$ cat src/rtl/memory_aligner.sv
// memory_aligner: turns byte/half/word requests at arbitrary byte addresses
// into one or two word-RAM accesses with per-lane byte enables, and returns
// right-aligned, zero-extended load data.
//
// state  | meaning
// IDLE   | waiting for memory_enable; request fields are latched on accept
// FIRST  | RAM access to word w, held until ram_ready
// SECOND | RAM access to word w+1 for lane-crossing requests, held until ram_ready
// DONE   | one-cycle memory_ready pulse, then back to IDLE
module memory_aligner #(
  parameter int SIZE = 32
) (
  input  logic            clock,
  input  logic            reset,
  input  logic            memory_enable,
  input  logic            memory_operation,
  input  logic [1:0]      memory_data_size,
  input  logic [SIZE-1:0] memory_address,
  input  logic [SIZE-1:0] memory_data_out,
  output logic            memory_ready,
  output logic [SIZE-1:0] memory_data_in,
  output logic            ram_enable,
  output logic            ram_write,
  output logic [3:0]      ram_byte_enable,
  output logic [SIZE-3:0] ram_address,
  output logic [SIZE-1:0] ram_write_data,
  input  logic [SIZE-1:0] ram_read_data,
  input  logic            ram_ready
);

  typedef enum logic [1:0] {IDLE, FIRST, SECOND, DONE} state_t;

  state_t          state;
  logic            op_q;
  logic [1:0]      size_q;
  logic [1:0]      off_q;
  logic [SIZE-3:0] word_q;
  logic [SIZE-1:0] data_q;
  logic [SIZE-1:0] low_q;

  logic [1:0]        cur_size;
  logic [1:0]        cur_off;
  logic [SIZE-1:0]   cur_data;
  logic [3:0]        n_mask;
  logic [7:0]        be_wide;
  logic [2*SIZE-1:0] wd_wide;
  logic              split;
  logic [SIZE-1:0]   byte_mask;
  logic [SIZE-1:0]   rd_lo;
  logic [SIZE-1:0]   rd_hi;
  logic [SIZE-1:0]   load_val;

  // Lane placement: in IDLE the live request is used so the first RAM
  // access can be registered on the accept edge; afterwards the latched copy.
  always_comb begin
    cur_size = (state == IDLE) ? memory_data_size : size_q;
    cur_off  = (state == IDLE) ? memory_address[1:0] : off_q;
    cur_data = (state == IDLE) ? memory_data_out : data_q;
    case (cur_size)
      2'd0:    n_mask = 4'h1;
      2'd1:    n_mask = 4'h3;
      default: n_mask = 4'hF;
    endcase
    case (cur_size)
      2'd0:    byte_mask = SIZE'(32'h0000_00FF);
      2'd1:    byte_mask = SIZE'(32'h0000_FFFF);
      default: byte_mask = SIZE'(32'hFFFF_FFFF);
    endcase
    // Upper nibble / upper word of the widened shift is the second-word part.
    be_wide  = {4'h0, n_mask} << cur_off;
    wd_wide  = {{SIZE{1'b0}}, cur_data} << {cur_off, 3'b000};
    split    = (be_wide[7:4] != 4'h0);
    rd_lo    = (state == SECOND) ? low_q : ram_read_data;
    rd_hi    = (state == SECOND) ? ram_read_data : '0;
    load_val = op_q ? '0 : (SIZE'({rd_hi, rd_lo} >> {cur_off, 3'b000}) & byte_mask);
  end

  // Sequencer with registered RAM and memory-unit outputs.
  always_ff @(posedge clock or negedge reset) begin
    if (!reset) begin
      state           <= IDLE;
      op_q            <= 1'b0;
      size_q          <= 2'd0;
      off_q           <= 2'd0;
      word_q          <= '0;
      data_q          <= '0;
      low_q           <= '0;
      memory_ready    <= 1'b0;
      memory_data_in  <= '0;
      ram_enable      <= 1'b0;
      ram_write       <= 1'b0;
      ram_byte_enable <= 4'h0;
      ram_address     <= '0;
      ram_write_data  <= '0;
    end else begin
      case (state)
        IDLE: begin
          memory_ready <= 1'b0;
          if (memory_enable) begin
            op_q   <= memory_operation;
            size_q <= memory_data_size;
            off_q  <= memory_address[1:0];
            word_q <= memory_address[SIZE-1:2];
            data_q <= memory_data_out;
            if (memory_data_size == 2'd3) begin
              state          <= DONE;
              memory_ready   <= 1'b1;
              memory_data_in <= '0;
            end else begin
              state           <= FIRST;
              ram_enable      <= 1'b1;
              ram_write       <= memory_operation;
              ram_byte_enable <= be_wide[3:0];
              ram_address     <= memory_address[SIZE-1:2];
              ram_write_data  <= wd_wide[SIZE-1:0];
            end
          end
        end
        FIRST: begin
          if (ram_ready) begin
            low_q <= ram_read_data;
            if (split) begin
              state           <= SECOND;
              ram_byte_enable <= be_wide[7:4];
              ram_address     <= word_q + {{(SIZE-3){1'b0}}, 1'b1};
              ram_write_data  <= wd_wide[2*SIZE-1:SIZE];
            end else begin
              state           <= DONE;
              memory_ready    <= 1'b1;
              memory_data_in  <= load_val;
              ram_enable      <= 1'b0;
              ram_write       <= 1'b0;
              ram_byte_enable <= 4'h0;
              ram_address     <= '0;
              ram_write_data  <= '0;
            end
          end
        end
        SECOND: begin
          if (ram_ready) begin
            state           <= DONE;
            memory_ready    <= 1'b1;
            memory_data_in  <= load_val;
            ram_enable      <= 1'b0;
            ram_write       <= 1'b0;
            ram_byte_enable <= 4'h0;
            ram_address     <= '0;
            ram_write_data  <= '0;
          end
        end
        DONE: begin
          memory_ready <= 1'b0;
          state        <= IDLE;
        end
        default: begin
          state <= IDLE;
        end
      endcase
    end
  end

endmodule

$ cat config.mk
export PLATFORM = sky130hd
export DESIGN_NAME = memory_aligner
export DESIGN_NICKNAME = d
export VERILOG_FILES = /design/src/rtl/memory_aligner.sv
export SDC_FILE = /design/constraint.sdc
export NUM_CORES = 1
export LEC_CHECK = 0
export ABC_AREA = 1
export CAP_MARGIN = 20
export CORE_UTILIZATION = 44
export CTS_BUF_LIST = sky130_fd_sc_hd__clkbuf_8
export DETAILED_ROUTE_END_ITERATION = 8
export PLACE_DENSITY = 0.68
export SYNTH_ARGS = -nofsm -noshare
export SYNTH_HDL_FRONTEND = slang
export SYNTH_SLANG_ARGS = --single-unit
export TNS_END_PERCENT = 100
$ cat constraint.sdc
create_clock -name clock -period 3.11 [get_ports clock]
set_input_delay 0.933 -clock clock [delete_from_list [all_inputs] [get_ports clock]]
set_output_delay 0.933 -clock clock [all_outputs]
set_load 0.05 [all_outputs]
Yosys cells after proc, flatten, opt, wreduce, memory -nomap -nowiden
Index checks and enable logic that the tools add are counted.
Widths: inputs -> output; s select.
Word-level totals
  input bits: 103
  output and inout port bits: 101
  logic and storage cells: 94
  flip-flop bits (word level): 202
Cells by class
  add/subtract/negate cells: 1
  shift operators: 3
  bitwise operators: 1
  equality and inequality tests: 11
  mux-type cells: 53
  reduce and logical (&&, ||, !) cells: 11
Operators with widths (count)
  $mux 32: 14
  $pmux 32 s3: 2
  $mux 30: 5
  $pmux 30 s3: 1
  $pmux 32 s2: 1
  $shl 32x5->64: 1
  $shr 64x5->32: 1
  $and 32x32->32: 1
  $add 30x1->30 const B: 1
  $mux 4: 5
  $mux 1: 13
  $mux 2: 6
  $pmux 4 s3: 1
  $reduce_and 6->1: 2
  $ne 2x2->1 const B: 5
  $pmux 2 s4: 1
  $pmux 4 s2: 1
  $shl 4x2->8: 1
  $eq 2x2->1 const B: 3
  $pmux 1 s3: 2
  $reduce_and 3->1: 2
  $reduce_and 5->1: 1
  $eq 2x1->1 const B: 2
  $logic_not 2->1: 2
  5 further kinds: 6

Depth between registers and ports, before layout
Gate-level depths: netlist (run 1).
  depth in word-level cells: 9
  depth in mapped cells: 14
  depth with buffers taken out: 13

Worst setup path after synthesis (run 1)
No wires, ideal clock.
  path type: input -> register
  start: input ram_ready
  end: register ram_write_data[0]
  required time: 2.987 ns
  stages: 8
  data arrival time: 1.919 ns
  slack: 1.068 ns
  library setup time: 0.123 ns
  cells stage by stage: o21bai_1 nand2_1 nor2_1 nand2_2 buf_6 buf_2 a21oi_1 nand2_1
On the way
  longest elaborated chain between the ends: 2
Ends and longest elaborated chain
  start: declaration: line 28  | input logic ram_ready
  $ne 2x2->1 (no line)
  $reduce_and 5->1 (no line) *
  end signal: assignment: line 115  | ram_write_data <= wd_wide[SIZE-1:0];
  end signal: assignment: line 126  | ram_write_data <= wd_wide[2*SIZE-1:SIZE];
  end: declaration: line 26  | output logic [SIZE-1:0] ram_write_data,
Mark *: on every way between the ends. The rest lies on a longest branch, timed or not.
A chain may end at the register's enable or synchronous reset.

Final worst setup path (run 1)
  start: register ram_address[12]
  end: output ram_address[12]
RTL lines
  start: declaration: line 25  | output logic [SIZE-3:0] ram_address,
  start signal: assignment: line 114  | ram_address <= memory_address[SIZE-1:2];
  start signal: assignment: line 125  | ram_address <= word_q + {{(SIZE-3){1'b0}}, 1'b1};
No word-level cell between the ends.

==> run_results.csv, run 1 <==
group,metric,value,unit
clock_tree,htreeDepth,2,
clock_tree,cts_tree,"yes",
floorplanning,die-area,27100,µm²
place,portBuffers,203,
hold_path,worstHoldPathType,"input pin to async pin",
clock_tree,clk-insertion-delay-late,520,ps
global_routing,grt_pass1_vias,10688,
timing,slew_violations,0,
setup_path,reg2reg_slack,690,ps
logic_synthesis,synth_largest_area_cell,"dfrtp_1",
layout,regArea,5050,µm²
pwr,comb_power_share,61.8,%
floorplanning,start_util,44.9,%
global_routing,track_usage,27.1,%
logic_synthesis,yosysMostFrequentCell,"nand2_1",
timing,min_period,2700,ps
setup_path,cp_slowest_cell,"clkdlybuf4s50_1",
logic_synthesis,synth-simple-area-share,33.5,%
timing,rsz0062_at_grt,"false",
routing,via_count,11580,
pwr,intPower,8.58,mW
pwr,p_seq_share,25.1,%
place,hpwl,25700,µm
routing,first_pass_iters,5,
floorplanning,chipHeight,165,µm
logic_synthesis,syn_area,11700,µm²
layout,drive_gt1_share,6.80,%
clock_tree,cts_root_buf,"clkbuf_8",
pwr,p_clk_share,13.1,%
timing,slew_headroom,50.3,%
logic_synthesis,synthAdderAreaFrac,0.644,%
logic_synthesis,yosys.area.top_type_share,43.4,%
pwr,ir_drop,713,µV
setup_path,reg2reg_depth,8,
global_routing,antenna_found_initial,4,
setup_path,r2r-end,"ram_write_data[30]",
logic_synthesis,synth-edff-count,0,
timing,tightest_slew,743,ps
clock_tree,cts.path.max_buffers,3,
routing,drtAntennaViolNets,0,
setup_path,crit_path_cell_trace,"clkdlybuf4s50_1",
logic_synthesis,syn_inst,1664,
pwr,leakagePower,7.09,nW
logic_synthesis,synthArstFlopShare,100,%
logic_synthesis,synth.net_count,1773,
global_routing,grt_overflow_total,0,
layout,multi_input_area,5600,µm²
logic_synthesis,synth_cell_types,32,
clock_tree,cts_buffers,37,
logic_synthesis,avgSynthCellArea,7.00,µm²
routing,totalWireLength,35700,µm
layout,area_delta_synth_final,25.9,%
setup_path,critPathTopFamily,"buffers and inverters",
clock_tree,cts_hold_buf,0,
setup_path,crit_path_max_fanout,2,
routing,post-route-drc-count,0,
timing,hold_viol,0,
setup_path,crit_type,"flip-flop to primary output",
timing,max_freq,371,MHz
global_routing,grt_max_degree,95,
status,status,"finished clean",
routing,drtIter0Drc,1117,
clock_tree,path_clk_slew,60,ps
setup_path,path_buf_inv,1,
logic_synthesis,synth_mux_area_share,1.74,%
timing,fin_crit_sh,86.7,%
setup_path,arrival,1760,ps
setup_path,required,2180,ps
pwr,power_density,1230,nW/µm²
layout,post-route-util,56.5,%
floorplanning,rows,59,
logic_synthesis,yosysWarnings,0,
logic_synthesis,synth_top_family_by_area,"simple AND/OR/NAND/NOR gates",
layout,finalNetCount,1953,
floorplanning,coreArea,26000,µm²
pwr,p_sw_share,52.7,%
place,place.gp.congestion,0.914,
setup_path,rr_startpoint,"state[0]",
logic_synthesis,synthTopCellsByCount,"536 x nand2_1, 202 x dfrtp_1, 191 x nand3_1",
floorplanning,die_x,165,µm
routing,wire_per_inst,16.2,µm
setup_path,worstSetupStartpointType,"flip-flop",
pwr,p_sw,9.54,mW
clock_tree,cts_sinks,202,
global_routing,grt_pass1_wl,57500,µm
logic_synthesis,ys_seq_area_share,43.4,%
logic_synthesis,synth_area_leaders,"dfrtp_1 43%, nand2_1 17%, nand3_1 8.2%, o21ai_0 6.1%, nor2_1 5.8%",
layout,fillCellCount,2533,
floorplanning,io_pins,204,
logic_synthesis,synth_xor_area_share,0.676,%
setup_path,cp-end-kind,"primary output",
clock_tree,cts_setup_buffers,0,
timing,setup_viol,0,
logic_synthesis,synth-compound-area-share,11.2,%
timing,fin_skew,26.4,ps
flow_run,cap_violations,0,
setup_path,slowest_delay,830,ps
clock_tree,cts_resized,0,
routing,vias_per_cell,5.25,
logic_synthesis,synth_flop_cell,"dfrtp_1",
logic_synthesis,ys_ff_latch,202,
timing,fin_setup_tns,0,ps
## state kept, by name, summed over array words and instances, names as in the netlist, 4 cells and up
signal and flops:
ram_write_data 32, word_q 30, ram_byte_enable 4, ram_address 30
memory_data_in 32, data_q 32, low_q 32
## worst max path at each step
stage | depth (start not counted) | start | endpoint
after global routing | 1 | ram_write_data[17] | ram_write_data[17]
after detailed placement | 10 | memory_enable | ram_address[18]
after CTS | 1 | ram_address[12] | ram_address[12]
after global placement | 10 | memory_enable | ram_address[18]
after floorplan | 8 | ram_ready | ram_write_data[0]
final | 1 | ram_address[12] | ram_address[12]
## placed cells by master (no fill, tap or decap)
master / instances
buf_12: 9
clkinv_2: 3
a21oi_1: 72
mux2_2: 18
and3_1: 1
nor3_4: 1
ha_1: 4
nand3b_1: 2
inv_1: 149
ha_2: 2
nor2_2: 3
a31oi_1: 2
nor2_4: 4
o21bai_1: 1
nand2_4: 2
o21ai_4: 1
clkbuf_8: 45
clkdlybuf4s50_1: 202
diode_2: 2
buf_4: 23
nor2_1: 180
nand4_1: 12
nand2_2: 6
xor2_1: 9
nand2_1: 534
o21ai_0: 140
inv_2: 6
o21a_2: 1
o21ai_1: 22
dfrtp_1: 202
nand3_2: 3
nand3_1: 191
nor3_1: 2
o211ai_1: 14
nor2b_1: 1
## stage by stage
stage | cells | hold WS, ps | area, µm² | power [mW] | setup WS [ps]
after floorplan | 1664 | 448 | 11700 | 12.4 | 1070
after global placement | 2140 | 463 | 14000 | 15.5 | 291
after detailed placement | 2140 | 466 | 14000 | 15.7 | 243
after CTS | 2202 | 388 | 14700 | 18.1 | 409
after global routing | 2203 | 406 | 14700 | 19.6 | 387
final | 2204 | 391 | 14700 | 18.1 | 413
## kinds of logic (layout without fill, tap and decap cells)
logic type      Yosys count  count (layout)
simple gates            942             942
compound gates          253             253
buf+inv                 234             437
flops                   202             202
mux                      18              18
xor+xnor                  9               9
fa+ha+maj                 6               6
other cells               0               2
## power by group through the flow
stage	Sequential (mW)	Clock [mW]	Combinational (mW)
3_3_place_gp	4.56	0	10.9
4_1_cts	4.54	2.42	11.2
3_5_place_dp	4.57	0	11.1
2_1_floorplan	6.07	0	6.36
5_1_grt	4.69	2.54	12.4
6_report	4.55	2.37	11.2
## metal layers
layer	GRT usage, %	vias to the layer above	part of all wire, %
met5	0	-	0.11
met3	5.25	77	8.5
met2	38.2	449	42
met1	41.0	5355	47
li1	-	5693	-
met4	8.92	6	2.6
## layout make-up
type	count	share of cell area (%)
multi-input cells	1228	38.2
clock buffers	44	4.13
clock inverters	18	0.486
inverters	140	3.58
repair buffers	235	16.3
diodes	2	0.0341
flip-flops and latches	202	34.5
well taps	335	2.86
## worst reg2reg max path, stage by stage, from the launching register on
cell      delay (ps)
dfrtp_1          410
inv_1            130
ha_2             400
buf_4            410
o21ai_0          350
nand2_1          120
o21ai_0          170
o211ai_1         220
nand2_1           80
No activity file was read; power rests on OpenSTA's default activity.
==> run 2, diff against run 1 <==
--- a/config.mk
+++ b/config.mk
@@ -7,10 +7,10 @@
 export LEC_CHECK = 0
 export ABC_AREA = 1
 export CAP_MARGIN = 20
-export CORE_UTILIZATION = 44
+export CORE_UTILIZATION = 51
 export CTS_BUF_LIST = sky130_fd_sc_hd__clkbuf_8
 export DETAILED_ROUTE_END_ITERATION = 8
-export PLACE_DENSITY = 0.68
+export PLACE_DENSITY = 0.86
 export SYNTH_ARGS = -nofsm -noshare
 export SYNTH_HDL_FRONTEND = slang
 export SYNTH_SLANG_ARGS = --single-unit
==> run_results.csv, run 2 (synthesis gave the netlist of run 1 again) <==
group,metric,value,unit
status,status,"finished clean",
layout,area_delta_synth_final,25.2,%
timing,tightest_slew,845,ps
routing,post-route-drc-count,0,
clock_tree,cts_setup_buffers,0,
setup_path,cp-end-kind,"primary output",
setup_path,crit_path_max_fanout,2,
clock_tree,cts_root_buf,"clkbuf_8",
clock_tree,cts_tree,"yes",
floorplanning,rows,54,
setup_path,reg2reg_depth,12,
setup_path,arrival,1820,ps
setup_path,critPathTopFamily,"buffers and inverters",
setup_path,crit_path_cell_trace,"clkdlybuf4s50_1",
setup_path,crit_type,"flip-flop to primary output",
routing,via_count,11984,
setup_path,cp_slowest_cell,"clkdlybuf4s50_1",
layout,post-route-util,66.0,%
layout,final_cell_mix,"534 x nand2_1, 202 x dfrtp_1, 202 x clkdlybuf4s50_1, 191 x nand3_1, 180 x nor2_1",
timing,fin_skew,34.2,ps
hold_path,worstHoldPathType,"input pin to async pin",
layout,diodes,0,
floorplanning,io_pins,204,
routing,totalWireLength,36200,µm
place,portBuffers,203,
routing,vias_per_cell,5.59,
global_routing,track_usage,30.9,%
timing,hold_viol,0,
setup_path,required,2180,ps
pwr,leakagePower,7.07,nW
pwr,ir_drop,696,µV
timing,fin_setup_tns,0,ps
timing,rsz0062_at_grt,"false",
floorplanning,coreArea,22100,µm²
timing,max_freq,364,MHz
layout,final_common_cell,"nand2_1",
global_routing,grt_pass1_vias,11069,
pwr,power_density,1250,nW/µm²
setup_path,worstSetupStartpointType,"flip-flop",
layout,drive_gt1_share,6.71,%
routing,drtAntennaViolNets,0,
global_routing,antenna_found_initial,2,
timing,slew_violations,0,
layout,finalNetCount,1951,
floorplanning,die-area,23500,µm²
place,place.gp.congestion,0.911,
clock_tree,htreeDepth,2,
clock_tree,cts.path.max_buffers,3,
clock_tree,cts_sinks,202,
place,hpwl,25900,µm
timing,setup_viol,0,
clock_tree,cts_buffers,35,
timing,min_period,2750,ps
timing,fin_crit_sh,88.4,%
setup_path,path_buf_inv,1,
clock_tree,path_clk_slew,60,ps
flow_run,cap_violations,0,
clock_tree,clk-insertion-delay-late,530,ps
setup_path,slowest_delay,850,ps
clock_tree,cts_hold_buf,0,
floorplanning,die_x,153,µm
global_routing,grt_max_degree,95,
routing,first_pass_iters,7,
timing,slew_headroom,43.1,%
global_routing,grt_pass1_wl,57600,µm
clock_tree,cts_resized,0,
floorplanning,chipHeight,153,µm
setup_path,worstSetupPathDepth,1,
routing,drtIter0Drc,1056,
floorplanning,start_util,52.8,%
routing,wire_per_inst,16.9,µm
global_routing,grt_overflow_total,0,
## run 2: cell type report
cell class                 instances  area [µm²]
fill                            1818        7500
multi-input combinational       1228        5590
sequential                       202        5050
timing repair buffer             235        2430
clock buffer                      42         578
inverter                         140         526
tap                              280         350
clock inverter                    15        62.6
## run 2: power breakdown
group / internal, mW / switching [mW]
Sequential: 3.80 / 0.782
Clock: 1.21 / 1.07
Combinational: 3.54 / 7.85
## run 2: per-stage QoR
stage	setup slack [ps]	hold WS, ps	power, mW	instance area [µm²]	instances
floorplan	1070	448	12.4	11700	1664
global placement	283	461	15.4	14000	2085
detailed placement	179	468	15.7	14000	2085
CTS	325	434	18.1	14600	2142
global route	286	448	19.5	14600	2142
finish	360	408	18.2	14600	2142
## run 2: routing by layer
metal / track usage (%) / routed length (µm) / vias up
li1: - / - / 5700
met1: 43.4 / 15300 / 5529
met2: 44.5 / 15200 / 650
met3: 9.67 / 4410 / 101
met4: 12.0 / 1210 / 4
met5: 0 / 27 / -
## run 2: final timing paths
check	slack, ps	to	from
min reg2reg	480	data_q[8]	data_q[8]
max	360	ram_byte_enable[0]	ram_byte_enable[0]
max in group asynchronous	2000	word_q[0]	reset
min in group clock	480	data_q[8]	data_q[8]
min	410	low_q[12]	reset
max reg2reg	460	ram_write_data[1]	state[0]
==> run 3, diff against run 2 <==
--- a/config.mk
+++ b/config.mk
@@ -7,6 +7,7 @@
 export LEC_CHECK = 0
 export ABC_AREA = 1
 export CAP_MARGIN = 20
+export CORE_MARGIN = 8
 export CORE_UTILIZATION = 51
 export CTS_BUF_LIST = sky130_fd_sc_hd__clkbuf_8
 export DETAILED_ROUTE_END_ITERATION = 8
==> run_results.csv, run 3 (synthesis gave the netlist of run 1 again) <==
group,metric,value,unit
routing,totalWireLength,37400,µm
floorplanning,coreArea,22600,µm²
place,portBuffers,203,
routing,via_count,11895,
clock_tree,path_clk_slew,60,ps
clock_tree,htreeDepth,2,
timing,hold_viol,0,
global_routing,grt_pass1_wl,59800,µm
pwr,p_clk_share,12.6,%
setup_path,slowest_delay,880,ps
place,dpl_cell_area,14000,µm²
status,status,"finished clean",
pwr,ir_drop,771,µV
global_routing,track_usage,26.2,%
pwr,p_sw,9.64,mW
pwr,power_density,1250,nW/µm²
floorplanning,chipHeight,167,µm
pwr,intPower,8.55,mW
layout,area_delta_synth_final,25.3,%
floorplanning,io_pins,204,
pwr,comb_power_share,62.4,%
layout,regArea,5050,µm²
pwr,p_seq_share,25.0,%
setup_path,arrival,1780,ps
layout,fin_area,14600,µm²
setup_path,crit_path_max_fanout,2,
layout,fillCellCount,1927,
clock_tree,cts.path.max_buffers,3,
layout,post-route-util,64.7,%
clock_tree,clk-insertion-delay-late,530,ps
routing,wire_per_inst,17.4,µm
flow_run,cap_violations,0,
clock_tree,cts_setup_buffers,0,
setup_path,cp_slowest_cell,"clkdlybuf4s50_1",
timing,min_period,2720,ps
place,place.gp.congestion,0.906,
timing,fin_crit_sh,87.3,%
routing,drtIter0Drc,1334,
routing,drtAntennaViolNets,0,
timing,fin_skew,40.7,ps
setup_path,path_buf_inv,1,
setup_path,crit_type,"flip-flop to primary output",
setup_path,worstSetupStartpointType,"flip-flop",
timing,slew_violations,0,
floorplanning,die_x,167,µm
pwr,p_sw_share,53.0,%
layout,drive_gt1_share,7.07,%
place,hpwl,27300,µm
setup_path,crit_path_cell_trace,"clkdlybuf4s50_1",
layout,final_common_cell,"nand2_1",
timing,slew_headroom,48.1,%
routing,post-route-drc-count,0,
global_routing,grt_max_degree,95,
layout,multi_input_area,5590,µm²
layout,finalNetCount,1957,
timing,max_freq,368,MHz
clock_tree,cts_hold_buf,0,
routing,first_pass_iters,6,
clock_tree,cts_buffers,34,
timing,fin_setup_tns,0,ps
timing,rsz0062_at_grt,"false",
pwr,leakagePower,7.08,nW
clock_tree,cts_resized,0,
setup_path,critPathTopFamily,"buffers and inverters",
floorplanning,die-area,27900,µm²
clock_tree,cts_tree,"yes",
timing,tightest_slew,770,ps
global_routing,antenna_found_initial,6,
setup_path,required,2180,ps
hold_path,worstHoldPathType,"input pin to async pin",
setup_path,cp-end-kind,"primary output",
floorplanning,start_util,51.6,%
routing,vias_per_cell,5.52,
global_routing,grt_overflow_total,0,
global_routing,grt_pass1_vias,11346,
layout,final_cell_mix,"534 x nand2_1, 202 x dfrtp_1, 202 x clkdlybuf4s50_1, 191 x nand3_1, 180 x nor2_1",
floorplanning,rows,55,
clock_tree,cts_root_buf,"clkbuf_8",
pwr,total_power,18.2,mW
timing,setup_viol,0,
clock_tree,cts_sinks,202,
run 3: cell count changes in the layout (fill, tap and decap cells not counted):
cell,previous run,this run
ha_1,4,5
clkbuf_8,43,44
buf_12,12,8
diode_2,0,1
buf_4,20,31
inv_1,146,144
ha_2,2,1
run 3: metrics by stage:
step                std cells  hold WS, ps  setup slack (ps)
floorplan                1664          448              1070
finish                   2154          436               395
detailed placement       2097          470               261
global route             2154          469               360
global placement         2097          462               303
CTS                      2153          425               379
run 3: final cells by class:
cell class	count	area share [%]
Clock buffer	43	4.05
Antenna cell	1	0.0171
Tap cell	285	2.44
Clock inverter	13	0.377
Multi-Input combinational cell	1228	38.3
Sequential cell	202	34.6
Inverter	140	3.60
Timing Repair Buffer	242	16.6
run 3: routing by layer:
layer	GRT usage (%)	wire length [µm]
met1	35.0	15600
met2	39.2	16200
met3	8.98	4430
met4	9.20	1120
met5	0	60
run 3: path summary, 6_finish.rpt:
| path | endpoint | cells after the start | slack (ps) | from |
|---|---|---|---|---|
| max | ram_write | 1 | 390 | ram_write |
| min | ram_address[2] | 1 | 440 | reset |
| max reg2reg | memory_data_in[3] | 12 | 570 | state[1] |
| min reg2reg | memory_data_in[4] | 2 | 480 | memory_data_in[4] |
| max in group asynchronous | word_q[21] | 2 | 1900 | reset |
| min in group clock | memory_data_in[4] | 2 | 480 | memory_data_in[4] |
run 3: power groups by stage:
stage | clock (mW) | combinational [mW] | sequential, mW
after floorplan | 0 | 6.36 | 6.07
after global placement | 0 | 10.9 | 4.53
after detailed placement | 0 | 11.1 | 4.57
after CTS | 2.32 | 11.2 | 4.54
after global routing | 2.44 | 12.4 | 4.68
final | 2.29 | 11.3 | 4.56
